[config.mk]
export PLATFORM = sky130hd
export DESIGN_NAME = ring_counter_gen_flat
export DESIGN_NICKNAME = d
export VERILOG_FILES = /design/src/rtl/ring_pkg.sv /design/src/rtl/ring_counter_gen_if.sv /design/src/rtl/shift_step_counter.sv /design/src/rtl/ring_counter_gen.sv /design/src/flat_wrapper.sv
export SDC_FILE = /design/constraint.sdc
export NUM_CORES = 1
export LEC_CHECK = 0
export BUFFER_PORTS_ARGS = -buffer_cell sky130_fd_sc_hd__buf_2
export CAP_MARGIN = 25
export CORE_ASPECT_RATIO = 2
export CORE_MARGIN = 10
export CORE_UTILIZATION = 44
export DETAILED_ROUTE_END_ITERATION = 16
export GPL_TIMING_DRIVEN = 1
export PLACE_DENSITY = 0.74
export SETUP_SLACK_MARGIN = 0.02
export SYNTH_ARGS = -nofsm -noshare
export SYNTH_HDL_FRONTEND = slang
export SYNTH_SLANG_ARGS = --single-unit
[constraint.sdc]
create_clock -name Clk -period 1.3 [get_ports Clk]
set_input_delay 0.195 -clock Clk [delete_from_list [all_inputs] [get_ports Clk]]
set_output_delay 0.195 -clock Clk [all_outputs]
set_load 0.01 [all_outputs]
[src/rtl/ring_pkg.sv]
// ring_pkg: shared mode and direction encodings for the ring/Johnson shift counter
package ring_pkg;
    localparam logic [1:0] MODE_RING    = 2'b00;
    localparam logic [1:0] MODE_JOHNSON = 2'b01;
    localparam logic [1:0] MODE_HOLD    = 2'b10;
    localparam logic       DIR_LSB      = 1'b0;
    localparam logic       DIR_MSB      = 1'b1;
endpackage

[src/rtl/ring_counter_gen_if.sv]
// ring_counter_gen_if: control inputs and counter outputs of the ring counter generator
interface ring_counter_gen_if #(
    parameter int WIDTH = 16,
    parameter int SW    = $clog2(2 * WIDTH)
);
    logic             Ld;
    logic             En;
    logic [WIDTH-1:0] In;
    logic [1:0]       Mode;
    logic             Dir;
    logic [WIDTH-1:0] Out;
    logic [SW-1:0]    Step;
    logic             Wrap;
    modport master (output Ld, En, In, Mode, Dir, input Out, Step, Wrap);
    modport slave  (input Ld, En, In, Mode, Dir, output Out, Step, Wrap);
endinterface

[src/rtl/shift_step_counter.sv]
// shift_step_counter: modulo-period shift counter with a one-cycle pulse after the last shift of a period
module shift_step_counter #(
    parameter int SW = 5
) (
    input  logic          clk,
    input  logic          clr,
    input  logic          ld,
    input  logic          adv,
    input  logic [SW:0]   period,
    output logic [SW-1:0] step,
    output logic          wrap
);
    logic [SW-1:0] step_q, step_d;
    logic          wrap_q, wrap_d;
    logic          last;
    // next step: restart on load, roll over at period end and flag it
    always_comb begin
        step_d = step_q;
        wrap_d = 1'b0;
        last   = ({1'b0, step_q} == period - 1'b1);
        if (ld) step_d = '0;
        else if (adv) begin
            step_d = last ? '0 : step_q + 1'b1;
            wrap_d = last;
        end
    end
    // step and wrap registers
    always_ff @(posedge clk) begin
        if (clr) begin
            step_q <= '0;
            wrap_q <= 1'b0;
        end else begin
            step_q <= step_d;
            wrap_q <= wrap_d;
        end
    end
    assign step = step_q;
    assign wrap = wrap_q;
endmodule

[src/rtl/ring_counter_gen.sv]
// ring_counter_gen: WIDTH-bit ring/Johnson shift counter with load, enable, step count and wrap pulse
module ring_counter_gen
    import ring_pkg::*;
#(
    parameter int               WIDTH     = 16,
    parameter logic [WIDTH-1:0] RESET_VAL = {{(WIDTH-1){1'b0}}, 1'b1}
) (
    input logic         Clk,
    input logic         Clr,
    ring_counter_gen_if.slave bus
);
    localparam int SW = $clog2(2 * WIDTH);
    logic [WIDTH-1:0] out_q, out_d;
    logic [1:0]       mode_q, mode_d;
    logic             dir_q, dir_d;
    logic             fb;
    logic             adv;
    logic [SW:0]      period;
    // next state: load takes config and pattern, otherwise shift when enabled and not holding
    always_comb begin
        out_d  = out_q;
        mode_d = mode_q;
        dir_d  = dir_q;
        adv    = bus.En && !mode_q[1];
        fb     = (dir_q == DIR_MSB ? out_q[WIDTH-1] : out_q[0]) ^ (mode_q == MODE_JOHNSON);
        period = mode_q == MODE_JOHNSON ? (SW+1)'(2 * WIDTH) : (SW+1)'(WIDTH);
        if (bus.Ld) begin
            out_d  = bus.In;
            mode_d = bus.Mode;
            dir_d  = bus.Dir;
        end else if (adv) begin
            out_d = dir_q == DIR_MSB ? {out_q[WIDTH-2:0], fb} : {fb, out_q[WIDTH-1:1]};
        end
    end
    // pattern and configuration registers
    always_ff @(posedge Clk) begin
        if (Clr) begin
            out_q  <= RESET_VAL;
            mode_q <= MODE_RING;
            dir_q  <= DIR_LSB;
        end else begin
            out_q  <= out_d;
            mode_q <= mode_d;
            dir_q  <= dir_d;
        end
    end
    shift_step_counter #(.SW(SW)) u_step (
        .clk    (Clk),
        .clr    (Clr),
        .ld     (bus.Ld),
        .adv    (adv),
        .period (period),
        .step   (bus.Step),
        .wrap   (bus.Wrap)
    );
    assign bus.Out = out_q;
endmodule

[src/flat_wrapper.sv]
// flat-port wrapper written by rule: the top's interface ports become plain ports
module ring_counter_gen_flat import ring_pkg::*;
#(
    parameter int               WIDTH     = 16,
    parameter logic [WIDTH-1:0] RESET_VAL = {{(WIDTH-1){1'b0}}, 1'b1}
)
  (Clk, Clr, bus_Ld, bus_En, bus_In, bus_Mode, bus_Dir, bus_Out, bus_Step, bus_Wrap);
  ring_counter_gen_if #(.WIDTH(WIDTH)) bus_i ();
  input logic Clk;
  input logic Clr;
  input wire logic [$bits(bus_i.Ld)-1:0] bus_Ld;
  input wire logic [$bits(bus_i.En)-1:0] bus_En;
  input wire logic [$bits(bus_i.In)-1:0] bus_In;
  input wire logic [$bits(bus_i.Mode)-1:0] bus_Mode;
  input wire logic [$bits(bus_i.Dir)-1:0] bus_Dir;
  output wire logic [$bits(bus_i.Out)-1:0] bus_Out;
  output wire logic [$bits(bus_i.Step)-1:0] bus_Step;
  output wire logic [$bits(bus_i.Wrap)-1:0] bus_Wrap;
  assign bus_i.Ld = bus_Ld;
  assign bus_i.En = bus_En;
  assign bus_i.In = bus_In;
  assign bus_i.Mode = bus_Mode;
  assign bus_i.Dir = bus_Dir;
  assign bus_Out = bus_i.Out;
  assign bus_Step = bus_i.Step;
  assign bus_Wrap = bus_i.Wrap;
  ring_counter_gen #(.WIDTH(WIDTH), .RESET_VAL(RESET_VAL)) u_core (.Clk(Clk), .Clr(Clr), .bus(bus_i));
endmodule
# Yosys cells after proc, flatten, opt, wreduce, memory -nomap -nowiden
# Index checks and enable logic that the tools add are counted.
[word_totals]
regBits = 25
latchBits = 0
ramBits = 0
mem_bits_ro = 0
in_bits = 23
output_inout_bits = 22
word_cells = 22
memories = 0
[op_classes]
add_sub_neg = 2
n_mul = 0
div = 0
n_lt_le_gt_ge = 0
n_eq_ne = 2
shifts = 0
muxes = 6
bitwise = 2
reduce_logical = 5
[ops]
columns = ["op", "count"]
rows = [
  ["16-bit 2-to-1 mux", 3],
  ["5-bit by 6-bit equality test with 1-bit output", 1],
  ["6-bit 2-to-1 mux", 1],
  ["6-bit by 1-bit subtractor with 6-bit output (second input constant)", 1],
  ["5-bit by 1-bit adder with 5-bit output (second input constant)", 1],
  ["5-bit 2-to-1 mux", 1],
  ["3-bit OR reduction", 1],
  ["2-bit by 1-bit equality test with 1-bit output (second input constant)", 1],
  ["2-bit nonzero test", 1],
  ["2-bit OR reduction", 1],
  ["1-bit logical AND", 1],
  ["1-bit logical NOT", 1],
  ["1-bit 2-to-1 mux", 1],
  ["1-bit NOT", 1],
  ["1-bit XOR", 1],
]

# Logic depth before layout (Yosys ltp)
# Gate-level depths: netlist of run 1.
[logic_depth]
word_depth = 5
ltp_mapped = 6
depth_no_buf = 4

# Cells and area by module
# A second synthesis of run 1 with hierarchy kept.
[hier_totals]
hier_cells = 179
area_unflattened_um2 = 1519.0
[modules_own_cells]
columns = ["mod", "n_inst", "cells_per_inst", "area_each_um2", "seq_area_each_um2"]
rows = [
  ["ring_counter_gen", 1, 125, 1054.8, 380.4],
  ["shift_step_counter", 1, 54, 464.2, 120.1],
]

# Worst setup path before layout of run 1
# No wires, ideal clock.
[synth_timing]
kind = "register to register"
start = "register u_core.u_step.step_q[0] (netlist: u_core.u_step.step[0])"
end = "register u_core.u_step.step_q[4] (netlist: u_core.u_step.step[4])"
setup_ps = 70
arrival_ps = 1261
required_ps = 1230
setup_slack_ps = -31
stages_incl_launch_ff = 5
path_buffers = 0
synth_period_minus_slack_ps = 1331
path_cell_list = "dfxtp_1 > ha_1 > nand2_1 > or4_1 > a21oi_1"
[synth_via]
elab_chain_cells = 2
elab_cells_between_ends = 3
cone_classes = "add/sub (1); eq/ne (1); mux (1)"
[synth_rtl]
columns = ["item", "line_no", "source"]
rows = [
  ["start, declared", "shift_step_counter.sv:13", "logic [SW-1:0] step_q, step_d;"],
  ["start signal, assigned", "shift_step_counter.sv:33", "step_q <= step_d;"],
  ["5-bit by 1-bit adder with 5-bit output or 5-bit by 6-bit equality test with 1-bit output (tied branches)", "shift_step_counter.sv:23, shift_step_counter.sv:20", ""],
  ["5-bit 2-to-1 mux *", "shift_step_counter.sv:23", "step_d = last ? '0 : step_q + 1'b1;"],
]
# Every way passes the cells marked *; elsewhere a longest branch is shown, timed or not.
# A chain may end at the register's enable or synchronous reset.

# Final worst setup path of run 1
# Ends and elaborated chain as after synthesis.

==> reports/results.md, run 1 <==
| Metric | Reported | Unit |
|:---|:---|:---|
| Number of placed cells counting well taps | 224 | - |
| Maximum fanout encountered on the critical timing path | 5 | - |
| Class of the most critical hold timing path | input port to register | - |
| Register-to-register setup slack | 0.02 | ns |
| Number of global-route vias before repair | 1350 | - |
| Yosys warns | 0 | - |
| Commonest cells after routing, fill and taps aside | buf_2 (44), dfxtp_1 (22), nand2_1 (20) | - |
| Worst Hold Launch | bus_In[13] | - |
| Area Overhead vs Synth | 29.8 | % |
| Final net count | 226 | - |
| Effective utilization at floorplan | 46.2 | % |
| #FFs+latches synth | 25 | - |
| Via total after detailed routing | 1268 | - |
| Slowest stage cell, crit path | or4_4 | - |
| Top flip-flop cell by instance count after synthesis | dfxtp_1 | - |
| Post-Syn Area | 0.00129 | mm2 |
| Hold violation total from the final report | 0 | - |
| Cell variety after synth | 29 | - |
| RSZ-0062 raised after global routing | true | - |
| Power per unit of standard cell area | 988 | mW/mm2 |
| Depth of the CTS H-tree | 1 | - |
| Most common cell after layout, fill and taps aside | buf_2 | - |
| Drc violations | 0 | - |
| Clock latency on the worst-skew pair | 0.26 | ns |
| Via density per instance | 5.51 | - |
| Worst-case reg-to-reg path depth | 4 | - |
| Count of nets left with antenna violations after detail routing | 0 | - |
| Maximum clock rate | 778 | MHz |
| Site Rows | 27 | - |
| Post-layout minimum cycle time | 1.28 | ns |
| Longest Clk Path Bufs | 2 | - |
| Core footprint | 0.00280 | mm2 |
| Maximum number of pins on one net before global-route repair | 20 | - |
| Horiz. Die Dim | 58.4 | um |
| Fraction of the yosys area taken by sequential cells | 38.6 | % |
| Number of buffers created by CTS | 3 | - |
| Mapped Avg Cell Area | 8.41 | um2 |
| Share of the clock period used by the worst path after layout | 98.8 | % |
| Count of placed standard cells in the final layout, fillers left out | 230 | - |
| Count of final max-slew check failures | 0 | - |
| Clock transition at the register clock pins on the worst setup and hold paths after CTS | 0.08 | ns |
| Final HPWL from detailed placement | 2.79 | mm |
| Cell count after synthesis | 154 | - |
| Worst flop-to-flop path endpoint | u_core.u_step.step[4]$_SDFFE_PP0P_ | - |
| Number of design-rule violations left by the first detailed-router iteration | 27 | - |
| Clock tree from TritonCTS | yes | - |
| Worst path arrival time | 1.49 | ns |
| Post-Place Cell Area | 0.00157 | mm2 |
| Capturing element type of the critical path | register | - |
| Actual transition at the worst max-transition pin | 0.315 | ns |
| Worst path bufs/invs | 0 | - |
| FF-to-FF Start | u_core.u_step.step[0]$_SDFFE_PP0P_ | - |
| Pleak | 0.000763 | uW |
| Fraction of final layout cells sized beyond drive strength 1 | 35.8 | % |
| Number of antenna repair diodes | 0 | - |
| Total of max-cap violations | 0 | - |
| Family with the most delay on the worst path | simple AND/OR/NAND/NOR gates | - |
| Sink of the worst hold path | u_core.bus.Out[13]$_SDFFE_PP0P_ | - |
| Post-synth ARST share | 0 | % |
| Sink count of the clock tree | 25 | - |
| Overall fraction of global-route tracks in use | 12.4 | % |
| Highest cell delay on the worst timing path | 0.49 | ns |
| Maximum VDD drop | 0.794 | mV |
| DRT Pass-1 Iters | 4 | - |
| Remaining max-slew budget at the tightest pin | 78.9 | % |
| Number of antenna violations at the first check in global routing | 0 | - |
| Worst-path cell chain | ha_2 -> nand2_2 -> or4_4 -> a21oi_2 | - |
| Vert. Die Dim | 96.7 | um |
| Total non-filler cell area in the finished layout | 0.00168 | mm2 |
| Final setup violation count | 0 | - |
| Leftover overflow at the end of global routing | 0 | - |
| Count of buffers from port buffering | 44 | - |
| Die outline area | 0.00564 | mm2 |
| Root Buffer Master | clkbuf_8 | - |
| Ports | 45 | - |
| Largest clock skew in the final design | 0.00319 | ns |
| CP Data Required Time | 1.51 | ns |
| Number of enable-type register cells in the synthesized netlist | 0 | - |
| Net count after synthesis | 178 | - |
| Critical setup path kind | register to register | - |
| Cell depth of the worst hold path | 3 | - |
| Final RePlAce weighted congestion | 0.819 | - |
| Global-route wire length before repair | 5.95 | mm |
| Result of the run | complete, no violations | - |
| CP Launch Type | register | - |
| Detail-routed net length per standard cell | 15.6 | um |
| Wire length reported by the detailed router | 3.60 | mm |
==> per-layer routing <==
metal	vias to the layer above	share of wire [%]	global-route usage, %
met5	-	0	0
met4	0	1.2	4.17
met3	4	4.1	2.88
met2	31	57	23.9
met1	596	38	11.7
li1	637	-	-
==> cell type report <==
class | count | area [um2]
Multi-Input combinational cell | 116 | 768
Timing Repair Buffer | 55 | 323
Tap cell | 29 | 36.3
Sequential cell | 25 | 504
Fill cell | 270 | 1120
Inverter | 1 | 3.75
Clock buffer | 4 | 45.0
==> worst min-delay path, delay by kind of cell <==
| kind | cells | cell delay [ns] |
|---|---|---|
| compound gates | 1 | 0.05 |
| buf+inv | 1 | 0.09 |
| simple gates | 1 | 0.05 |
==> through the flow <==
step / power (uW) / utilization (%) / setup WS [ns] / setup TNS [ns] / hold WS, ns
after detailed placement: 1210 / 56.1 / -0.0154 / -0.0222 / 0.447
after CTS: 1680 / 58.9 / 0.0220 / 0 / 0.164
after global placement: 1200 / 56.1 / 0.0450 / 0 / 0.434
final: 1660 / 59.9 / 0.0151 / 0 / 0.171
after floorplan: 1080 / - / 0.0315 / 0 / 0.340
after global routing: 1760 / 59.9 / -0.0354 / -0.0849 / 0.172
==> flip-flops by register name, summed over array words and instances, names as in the netlist <==
register / flops
u_core.bus.Out: 16
u_core.mode_q: 2
u_core.u_step.wrap: 1
u_core.u_step.step: 5
u_core.dir_q: 1
==> how the worst max path moves through the flow <==
stage / cells past startpoint / from / to / slack, ns
4_1_cts: 4 / u_core.mode_q[1]$_SDFFE_PP0P_ / u_core.u_step.step[4]$_SDFFE_PP0P_ / 0.02
2_1_floorplan: 5 / u_core.mode_q[1]$_SDFFE_PP0P_ / u_core.u_step.step[4]$_SDFFE_PP0P_ / 0.03
3_3_place_gp: 4 / u_core.mode_q[1]$_SDFFE_PP0P_ / u_core.u_step.step[4]$_SDFFE_PP0P_ / 0.04
5_1_grt: 5 / u_core.mode_q[1]$_SDFFE_PP0P_ / u_core.bus.Out[13]$_SDFFE_PP0P_ / -0.04
3_5_place_dp: 4 / u_core.u_step.step[1]$_SDFFE_PP0P_ / u_core.u_step.step[4]$_SDFFE_PP0P_ / -0.02
6_report: 4 / u_core.u_step.step[0]$_SDFFE_PP0P_ / u_core.u_step.step[4]$_SDFFE_PP0P_ / 0.02
==> cells in the mapped netlist, types with 2 or more instances <==
library cell | n | area, um2
a211o_1 | 14 | 123
a21oi_1 | 17 | 85.1
a31oi_1 | 2 | 12.5
buf_2 | 4 | 20.0
buf_4 | 3 | 22.5
clkbuf_1 | 4 | 15.0
dfxtp_1 | 25 | 500
mux2i_1 | 17 | 170
nand2_1 | 21 | 78.8
nand3_1 | 4 | 20.0
nor2_1 | 19 | 71.3
nor3b_1 | 3 | 22.5
o21ai_0 | 3 | 15.0
xnor2_1 | 2 | 17.5
xor2_1 | 2 | 17.5
==> kinds of logic after synthesis <==
kind of cell / synth area share, %
AO/OA/AOI/OAI: 20.0
XOR/XNOR: 2.71
adder cells (fa/ha/maj): 0.966
buffers and inverters: 5.02
flip-flops: 38.6
multiplexers: 13.1
AND/OR/NAND/NOR: 19.5
==> repair_timing <==
| item | in CTS | in global routing |
|---|---|---|
| buffers inserted | 2 | 0 |
| endpoints found under the setup margin | 15 | 16 |
| endpoints found under the hold margin | 0 | 0 |
| hold buffers | 0 | 0 |
| cloned | 0 | 0 |
| gates resized for setup | 6 | 7 |
==> report_power, final <==
part           internal, uW  leakage [uW]  switching, uW
Clock                   219     0.0000228            231
Sequential              811      0.000207           47.7
Combinational           173      0.000533            179
Total                  1200      0.000763            458
Note: power is estimated with default switching activity, not from simulation.
==> run 2: changes to the inputs <==
Settings changed: CORE_UTILIZATION 44 to 25, PLACE_DENSITY 0.74 to not set.
==> run 2 against run 1 <==
Against the previous run:
- final area rose by 4.0%
- largest power group unchanged
- via count shrank 0.79%
- count of clock-buffer cells in the layout did not move
- global-route usage decreased by 3.3 points
- maximum frequency up 2.4%
- core utilization is 26 points lower
- highest routed layer unchanged
==> reports/results.md, run 2 (synthesis results as in run 1) <==
| Metric | Reported | Unit | vs previous |
|:---|:---|:---|:---|
| NetSw | 478 | uW | +4.4% |
| Ports | 45 | - | unchanged |
| Core footprint | 0.00509 | mm2 | +82% |
| Wire length reported by the detailed router | 3.92 | mm | +9.1% |
| Capturing element type of the critical path | register | - |  |
| Area Overhead vs Synth | 35.0 | % |  |
| Critical setup path kind | register to register | - |  |
| Final setup violation count | 0 | - | unchanged |
| Pleak | 0.000791 | uW | +3.7% |
| Internal power summed over all cells | 1200 | uW | -0.47% |
| Maximum number of pins on one net before global-route repair | 20 | - | unchanged |
| Worst-case reg-to-reg path depth | 4 | - | unchanged |
| Combinational power share | 20.4 | % | -0.8 points |
| Maximum VDD drop | 0.539 | mV | -32% |
| CP Launch Type | register | - |  |
| Depth of the CTS H-tree | 1 | - | unchanged |
| Register-to-register setup slack | 0.05 | ns | +0.03 ns |
| Maximum fanout encountered on the critical timing path | 3 | - | -2 |
| Worst flop-to-flop path endpoint | u_core.u_step.step[4]$_SDFFE_PP0P_ | - |  |
| Portion of total power attributed to sequential cells | 51.3 | % | -0.4 points |
| Hold violation total from the final report | 0 | - | unchanged |
| Maximum clock rate | 797 | MHz | +2.4% |
| Root Buffer Master | clkbuf_8 | - |  |
| Count of final max-slew check failures | 0 | - | unchanged |
| Remaining max-slew budget at the tightest pin | 80.9 | % | +2.0 points |
| Sink count of the clock tree | 25 | - | unchanged |
| Final RePlAce weighted congestion | 0.823 | - | +0.51% |
| Effective utilization at floorplan | 25.4 | % | -21 points |
| Share of the clock period used by the worst path after layout | 96.5 | % | -2.3 points |
| Horiz. Die Dim | 70.9 | um | +21% |
| Largest clock skew in the final design | 0.00738 | ns | +0.00419 ns |
| Largest register FFs | 16 | - | unchanged |
| Most common cell after layout, fill and taps aside | buf_2 | - |  |
| Final net count | 229 | - | +1.3% |
| Global-route wire length before repair | 6.53 | mm | +9.8% |
| Via total after detailed routing | 1258 | - | -0.79% |
| Leftover overflow at the end of global routing | 0 | - | unchanged |
| Vert. Die Dim | 122 | um | +26% |
| FF-to-FF Start | u_core.u_step.step[1]$_SDFFE_PP0P_ | - |  |
| CP Data Required Time | 1.52 | ns | about the same |
| Result of the run | complete, no violations | - |  |
| RSZ-0062 raised after global routing | true | - |  |
| Post-layout minimum cycle time | 1.25 | ns | -0.0303 ns |
| Drc violations | 0 | - | unchanged |
| Actual transition at the worst max-transition pin | 0.285 | ns | -0.0297 ns |
| Clock tree from TritonCTS | yes | - |  |
| DRT Pass-1 Iters | 4 | - | unchanged |
| Clock transition at the register clock pins on the worst setup and hold paths after CTS | 0.09 | ns | about the same |
| Switch share | 28.5 | % | +0.97 points |
| Longest Clk Path Bufs | 2 | - | unchanged |
| Die outline area | 0.00863 | mm2 | +53% |
| Relative contribution of the clock network to total power | 28.2 | % | +1.1 points |
| Worst path arrival time | 1.47 | ns | -0.02 ns |
| Power per unit of standard cell area | 958 | mW/mm2 | -3.0% |
| Hold-fix buffers at CTS | 0 | - | unchanged |
| Count of nets left with antenna violations after detail routing | 0 | - | unchanged |
| Hold_ws | 0.155 | ns | -0.0165 ns |
| Origin of the worst setup path | u_core.u_step.step[1]$_SDFFE_PP0P_ | - |  |
| Site Rows | 37 | - | +37% |
| Final HPWL from detailed placement | 3.02 | mm | +8.5% |
| Fraction of final layout cells sized beyond drive strength 1 | 36.3 | % | +0.45 points |
| Count of buffers from port buffering | 44 | - | unchanged |
| Number of antenna repair diodes | 0 | - | unchanged |
| Number of global-route vias before repair | 1323 | - | -2.0% |
| Total of max-cap violations | 0 | - | unchanged |
| Number of buffers created by CTS | 3 | - | unchanged |
| Worst setup endpoint | u_core.u_step.step[4]$_SDFFE_PP0P_ | - |  |
| Commonest cells after routing, fill and taps aside | buf_2 (44), dfxtp_1 (21), nand2_1 (20) | - |  |
| Class of the most critical hold timing path | input port to register | - |  |
| Clock latency on the worst-skew pair | 0.27 | ns | about the same |
| Via density per instance | 4.80 | - | -13% |
| Final core occ | 34.3 | % | -26 points |
| Number of design-rule violations left by the first detailed-router iteration | 44 | - | +63% |
| Detail-routed net length per standard cell | 15.0 | um | -4.3% |
| Overall fraction of global-route tracks in use | 9.13 | % | -3.3 points |
| Number of antenna violations at the first check in global routing | 0 | - | unchanged |
## run 2: final cells by class
cell class	count	area [um2]
Inverter	1	3.75
Clock buffer	4	45.0
Multi-Input combinational cell	116	774
Fill cell	576	3340
Sequential cell	25	510
Timing Repair Buffer	58	342
Tap cell	58	72.6
## run 2: power by group through the flow
stage          Combinational, uW  Clock (uW)  Sequential, uW
5_1_grt                      385         519             868
6_report                     342         473             859
2_1_floorplan                201           0             883
4_1_cts                      345         485             861
3_5_place_dp                 336           0             879
3_3_place_gp                 334           0             879
## run 2: stage by stage
step | total power [uW] | worst slack (ns) | instance area [um2] | cells | setup TNS, ns
3_5_place_dp | 1220 | -0.0745 | 1620 | 254 | -0.137
4_1_cts | 1690 | 0.0234 | 1710 | 260 | 0
6_report | 1670 | 0.0454 | 1750 | 262 | 0
5_1_grt | 1770 | -0.0425 | 1750 | 262 | -0.212
2_1_floorplan | 1080 | 0.0315 | 1300 | 154 | 0
3_3_place_gp | 1210 | -0.0327 | 1620 | 254 | -0.0327
## run 2: what timing repair did
action                                  CTS  global route
endpoints found under the setup margin   11            13
pin swaps                                 2             3
resized for setup                         7             7
buffers inserted                          2             2
## run 2: layer usage
metal	up-vias	track usage, %	routed length (um)
met5	-	0	0
met2	29	16.5	2110
li1	641	-	-
met1	582	9.23	1540
met4	0	4.62	82
met3	6	2.52	190
## run 2: critical path, stage by stage, from the launching register on
cell,delay (ns)
dfxtp_2,0.36
ha_4,0.15
nand2_4,0.05
or4_4,0.51
a21oi_2,0.12
## run 2: worst min-delay path by stage
stage,slack [ns],depth (start not counted),to,from
after floorplan,0.34,2,u_core.bus.Out[10]$_SDFFE_PP0P_,bus_In[10]
after global placement,0.43,3,u_core.dir_q$_SDFFE_PP0P_,bus_Dir
after detailed placement,0.44,3,u_core.mode_q[0]$_SDFFE_PP0P_,bus_Mode[0]
after CTS,0.15,3,u_core.bus.Out[13]$_SDFFE_PP0P_,bus_In[13]
after global routing,0.16,3,u_core.bus.Out[13]$_SDFFE_PP0P_,bus_In[13]
final,0.16,3,u_core.bus.Out[13]$_SDFFE_PP0P_,bus_In[13]
